### config.mk
export PLATFORM = sky130hd
export DESIGN_NAME = trdb_stream_unalign8
export DESIGN_NICKNAME = d
export VERILOG_FILES = /design/src/rtl/trdb_stream_unalign8.sv
export SDC_FILE = /design/constraint.sdc
export NUM_CORES = 1
export LEC_CHECK = 0
export BUFFER_PORTS_ARGS = -buffer_cell sky130_fd_sc_hd__buf_2
export CORE_UTILIZATION = 45
export CTS_CLUSTER_SIZE = 12
export DETAILED_ROUTE_END_ITERATION = 10
export PLACE_DENSITY = 0.66
export RECOVER_POWER = 50
export SLEW_MARGIN = 20
export SYNTH_ARGS = -nofsm -noshare
export SYNTH_HDL_FRONTEND = slang
export SYNTH_SLANG_ARGS = --single-unit
### constraint.sdc
create_clock -name clk_i -period 11.4 [get_ports clk_i]
set_input_delay 2.85 -clock clk_i [delete_from_list [all_inputs] [get_ports clk_i]]
set_output_delay 2.85 -clock clk_i [all_outputs]
set_load 0.05 [all_outputs]
### src/rtl/trdb_stream_unalign8.sv
// Trace stream unaligner: strips fill bytes from a 32-bit word stream and
// rebuilds length-prefixed packets into a parallel payload plus byte count.
module trdb_stream_unalign8 #(
    parameter int unsigned MAX_PAYLOAD_BYTES = 16,
    parameter int unsigned ID                = 1
) (
    input  logic                           clk_i,
    input  logic                           rst_i,
    input  logic [31:0]                    data_i,
    input  logic                           valid_i,
    output logic                           ready_o,
    input  logic                           flush_i,
    output logic                           flush_confirm_o,
    output logic [8*MAX_PAYLOAD_BYTES-1:0] packet_bits_o,
    output logic [7:0]                     packet_bytes_o,
    output logic                           packet_valid_o,
    input  logic                           packet_ready_i,
    output logic                           error_o
);

    localparam int unsigned PAYLOAD_W = 8 * MAX_PAYLOAD_BYTES;
    localparam logic [7:0]  MAX_HDR   = 8'(MAX_PAYLOAD_BYTES);

    // Header byte and byte count are 8 bits wide, so the payload limit must fit.
    if (MAX_PAYLOAD_BYTES < 1 || MAX_PAYLOAD_BYTES > 255) begin : g_bad_max
        $error("trdb_stream_unalign8: MAX_PAYLOAD_BYTES must be 1..255");
    end

    // Instance id is reserved for multi-core tracing and has no logic attached.
    if (ID == 0) begin : g_id_zero
    end

    typedef enum logic [1:0] {ST_HDR, ST_PAY, ST_OUT} state_e;

    state_e                 state_q;
    logic [3:0][7:0]        buf_q;
    logic [2:0]             buf_cnt_q;
    logic [1:0]             rd_ptr_q;
    logic [7:0]             rem_q;
    logic [7:0]             off_q;

    logic [7:0]             cur_byte_c;
    logic [2:0]             take_c;
    logic [PAYLOAD_W-1:0]   pay_next_c;

    assign cur_byte_c = buf_q[rd_ptr_q];
    assign take_c     = (rem_q < 8'(buf_cnt_q)) ? 3'(rem_q) : buf_cnt_q;
    assign ready_o    = (buf_cnt_q == 3'd0) && !flush_i;

    // Scatter the bytes taken this cycle into the payload at the write offset.
    always_comb begin
        pay_next_c = packet_bits_o;
        for (int k = 0; k < int'(MAX_PAYLOAD_BYTES); k++) begin
            if ((8'(k) >= off_q) && (8'(k) < (off_q + 8'(take_c)))) begin
                pay_next_c[8*k +: 8] = buf_q[2'(rd_ptr_q + 2'(8'(k) - off_q))];
            end
        end
    end

    always_ff @(posedge clk_i or posedge rst_i) begin
        if (rst_i) begin
            state_q         <= ST_HDR;
            buf_q           <= '0;
            buf_cnt_q       <= 3'd0;
            rd_ptr_q        <= 2'd0;
            rem_q           <= 8'd0;
            off_q           <= 8'd0;
            packet_bits_o   <= '0;
            packet_bytes_o  <= 8'd0;
            packet_valid_o  <= 1'b0;
            error_o         <= 1'b0;
            flush_confirm_o <= 1'b0;
        end else begin
            error_o         <= 1'b0;
            flush_confirm_o <= flush_i;
            if (flush_i) begin
                state_q        <= ST_HDR;
                buf_cnt_q      <= 3'd0;
                rd_ptr_q       <= 2'd0;
                rem_q          <= 8'd0;
                off_q          <= 8'd0;
                packet_bits_o  <= '0;
                packet_bytes_o <= 8'd0;
                packet_valid_o <= 1'b0;
            end else begin
                // Only loads an empty buffer, so it never collides with consumption.
                if (valid_i && ready_o) begin
                    buf_q     <= data_i;
                    buf_cnt_q <= 3'd4;
                    rd_ptr_q  <= 2'd0;
                end
                case (state_q)
                    ST_HDR: begin
                        if (buf_cnt_q != 3'd0) begin
                            buf_cnt_q <= buf_cnt_q - 3'd1;
                            rd_ptr_q  <= rd_ptr_q + 2'd1;
                            if (cur_byte_c > MAX_HDR) begin
                                error_o <= 1'b1;
                            end else if (cur_byte_c != 8'd0) begin
                                rem_q          <= cur_byte_c;
                                off_q          <= 8'd0;
                                packet_bytes_o <= cur_byte_c;
                                state_q        <= ST_PAY;
                            end
                        end
                    end
                    ST_PAY: begin
                        if (buf_cnt_q != 3'd0) begin
                            buf_cnt_q     <= buf_cnt_q - take_c;
                            rd_ptr_q      <= rd_ptr_q + take_c[1:0];
                            rem_q         <= rem_q - 8'(take_c);
                            off_q         <= off_q + 8'(take_c);
                            packet_bits_o <= pay_next_c;
                            if (rem_q == 8'(take_c)) begin
                                state_q        <= ST_OUT;
                                packet_valid_o <= 1'b1;
                            end
                        end
                    end
                    ST_OUT: begin
                        if (packet_ready_i) begin
                            state_q        <= ST_HDR;
                            packet_valid_o <= 1'b0;
                            packet_bits_o  <= '0;
                        end
                    end
                    default: begin
                        state_q <= ST_HDR;
                    end
                endcase
            end
        end
    end

endmodule

==> results_tabular.tex <==
\begin{tabular}{lr}
\hline
Metric & Value \\
\hline
\multicolumn{2}{l}{\textbf{Status}} \\
Outcome & finished, violations left \\
Failing checks & design-rule violations, max-capacitance violations, max-slew violations \\
\multicolumn{2}{l}{\textbf{Logic synthesis}} \\
Synth Area in Compound Gates & 0.130 \\
Async set or reset register ratio after synthesis & 1.00 \\
Synthesized instance count & 927 \\
Mux cell area share after synthesis & 0.217 \\
Prevailing post-synth register cell & dfrtp\_1 \\
Total standard cell area after synthesis & 10,100 sq um \\
Library cell occupying the most area in the post-synthesis netlist & dfrtp\_1 \\
Xor/xnor cell area share of the yosys netlist & 0.00863 \\
Largest family of logic cells by synthesized area & multiplexers \\
Post-synthesis register bit count & 194 \\
Synthesized-area fraction occupied by adder cells & 0.0232 \\
Count of flip-flops with a built-in enable after synthesis & 0 \\
Yosys warning count & 0 \\
Net Count, Synth & 981 \\
Share of Yosys cell area claimed by the top area cell type & 0.478 \\
Leading cell types by total area after synthesis & dfrtp\_1, mux2\_2, mux2i\_1, nand2\_1, o211a\_1 \\
Post-Synthesis Mean Instance Area & 10.9 sq um \\
Seq/Total Area, Yosys & 0.478 \\
Post-Synth Simple-Gate Area & 0.113 \\
Library cells used by synthesis & 56 \\
\multicolumn{2}{l}{\textbf{Drt}} \\
Ratio of routed vias to standard cells & 5.68 \\
Post-route antenna net violation count & 0 \\
Wire per inst & 19.8 microns \\
DRT iter0 DRCs & 612 \\
Routed wire length & 27,200 microns \\
Total via count after detailed routing & 7,805 \\
First-pass iteration count of the detailed router & 8 \\
DRC viols & 12 \\
\multicolumn{2}{l}{\textbf{Layout}} \\
Area overhead of the layout relative to synthesis & 14.8\% \\
Count of nets after finishing & 1,134 \\
Number of fill cells & 2,017 \\
Storage cell area & 4850 sq um \\
Share of post-route cells with drive strength above 1 & 0.234 \\
Final core area utilization & 0.531 \\
Area used by multi-input combinational logic & 5010 sq um \\
\multicolumn{2}{l}{\textbf{Floorplan}} \\
Starting Density & 0.462 \\
Die Wd & 152 microns \\
Cell Rows & 54 \\
Core Area & 22,000 sq um \\
Ports placed on the boundary & 177 \\
Die area & 23,200 sq um \\
Die height & 152 microns \\
\multicolumn{2}{l}{\textbf{Timing}} \\
Final setup skew & 0.0158 ns \\
Final number of max-transition violations & 132 \\
Worst slew pin tran & 5.76 ns \\
Max frequency & 142 MHz \\
Slew HR & -2.84 \\
Unrepaired setup endpoints after global routing & false \\
Hold Vio Cnt, Final & 0 \\
Final-report setup violation count & 0 \\
Fin Setup TNS & 0 ns \\
Min Tclk post-route & 7.05 ns \\
Worst-case hold slack & 0.486 ns \\
Crit share post-route & 0.618 \\
\multicolumn{2}{l}{\textbf{Pwr}} \\
Power per cell area & 297 nW/um\^{}2 \\
Total Power Consumption & 0.00346 W \\
Max IR drop VDD & 169 uV \\
Leakage & 5.50 nW \\
\multicolumn{2}{l}{\textbf{Place}} \\
IO Port Bufs & 176 \\
DPL Wire Length & 19,600 microns \\
Last weighted congestion value of the routability-driven placer & 0.838 \\
\multicolumn{2}{l}{\textbf{GRT}} \\
Number of antenna violations at the first check in global routing & 3 \\
Global-route wire length before repair & 43,200 microns \\
Maximum number of pins on one net before global-route repair & 132 \\
Grt peak-use layer & met2 \\
GR Util met1 & 0.327 \\
Global-route usage over all layers & 0.242 \\
Residual overflow from global routing & 0 \\
Met3 usage & 0.0543 \\
Number of global-route vias before repair & 7,574 \\
Global routing usage on met2 & 0.391 \\
\multicolumn{2}{l}{\textbf{CTS}} \\
\# clock sinks & 194 \\
Clk root buf & clkbuf\_16 \\
Count of instances resized after the clock tree is built & 0 \\
Clock buffers created by TritonCTS & 17 \\
Skew-Pair Late Insertion Delay & 0.44 ns \\
Post-cts hold buffer count & 0 \\
TritonCTS clock tree & yes \\
Post CTS Setup Buffer Count & 0 \\
Maximum level of the CTS H-tree & 4 \\
Deepest clock path buffer count & 2 \\
Clk slew on worst S/H paths & 0.06 ns \\
\multicolumn{2}{l}{\textbf{Setup path}} \\
Largest fanout on the critical path & 31 \\
Arrival time reported for the critical path endpoint & 4.20 ns \\
Required time worst endpoint & 8.55 ns \\
R2r startpoint & rem\_q[4]\$\_DFFE\_PP0P\_ \\
Type of element launching the critical path & input pin \\
Setup Crit Path Kind & input pin to primary output \\
Type of destination of the critical path & primary output \\
Start point of the critical path & flush\_i \\
\multicolumn{2}{l}{\textbf{Min path}} \\
Type of the tightest min-delay check & register to register \\
Startpoint of the most critical hold path & rem\_q[6]\$\_DFFE\_PP0P\_ \\
\multicolumn{2}{l}{\textbf{Flow run}} \\
Max cap viols & 1 \\
\hline
\end{tabular}
==> Yosys cell counts (all sizes together) (2+ instances only) <==
master and instances:
nor3b 4, xor2 4, nor4 4, clkbuf 44, nand4 2, mux4 8
o211a 25, nor4b 2, dfrtp 194, buf 7, o22ai 3, nor3 9
fa 3, a31oi 3, o2bb2ai 3, o31ai 6, mux2 122, or2 13
and3 2, a221o 2, inv 27, a211oi 4, nand2 121, nor2 38
mux2i 64, xnor2 6, o221ai 2, ha 14, nand3 8, a22oi 3
or3 5, o211ai 31, nand2b 27, nor2b 7, o21ai 56, a21oi 39
o2111ai 3, a21o 3
==> placed cells by master, fill, tap and decap left out, types with 4 or more instances in the layout <==
cell type / count
a211oi_1: 4
a21oi_1: 38
buf_2: 56
buf_4: 8
clkbuf_1: 123
clkbuf_16: 17
dfrtp_1: 194
ha_1: 14
inv_1: 26
mux2_2: 122
mux2i_1: 63
mux4_2: 6
nand2_1: 120
nand2b_1: 27
nand3_1: 8
nor2_1: 37
nor2b_1: 7
nor3_1: 8
nor3b_1: 4
o211a_1: 25
o211ai_1: 31
o21ai_0: 41
o21ai_2: 14
o31ai_1: 6
or2_2: 12
or3_1: 5
xnor2_1: 4
xor2_1: 4
==> state kept, by name, indices dropped and copies added, names as in the netlist <==
signal / flops
buf_cnt_q: 3
buf_q: 32
error_o: 1
flush_confirm_o: 1
off_q: 8
packet_bits_o: 128
packet_bytes_o: 8
packet_valid_o: 1
rd_ptr_q: 2
rem_q: 8
state_q: 2
==> per-layer routing <==
metal	routed length, microns	up-vias
met1	12200	3924
met2	13000	221
li1	-	3621
met5	23	-
met3	1470	35
met4	561	4
==> critical path: stages <==
cell and delay (ns):
clkbuf_1 0.94, nor2_1 0.14, buf_2 0.27
==> cell type report <==
| type | instances | share of cell area |
|---|---|---|
| well taps | 280 | 0.0301 |
| inverters | 27 | 0.00880 |
| clock buffers | 21 | 0.0395 |
| clock inverters | 10 | 0.00666 |
| multi-input cells | 655 | 0.430 |
| flip-flops and latches | 194 | 0.417 |
| repair buffers | 185 | 0.0682 |
| diodes | 1 | 0.000215 |
==> power breakdown <==
group	switching, W	total (W)	internal (W)
clock network	0.000274	0.000566	0.000293
registers	0.000165	0.00105	0.000888
logic	0.00122	0.00184	0.000617
==> worst paths after layout <==
check / depth (start not counted) / to / slack (ns)
worst max-delay path: 3 / ready_o / 4.35
worst min-delay path: 1 / rem_q[6]$_DFFE_PP0P_ / 0.49
worst max register to register: 13 / packet_bits_o[83]$_DFFE_PP0P_ / 5.83
worst min register to register: 1 / rem_q[6]$_DFFE_PP0P_ / 0.49
max in group asynchronous: 2 / packet_bits_o[12]$_DFFE_PP0P_ / 4.61
min in group asynchronous: 2 / packet_bits_o[32]$_DFFE_PP0P_ / 4.18
==> cells by family after synthesis <==
family | after synthesis
compound gates | 189
xor+xnor | 10
flops | 194
mux | 194
buf+inv | 78
simple gates | 245
fa+ha+maj | 17
==> stage by stage <==
| stage | instances | setup WS, ns | instance area, sq um |
|---|---|---|---|
| floorplan | 927 | 3.27 | 10100 |
| global placement | 1341 | 4.91 | 11300 |
| detailed placement | 1341 | 4.91 | 11300 |
| CTS | 1372 | 4.91 | 11800 |
| global route | 1372 | 3.61 | 11700 |
| finish | 1373 | 4.35 | 11700 |
Power figures use the tool's default switching activity.
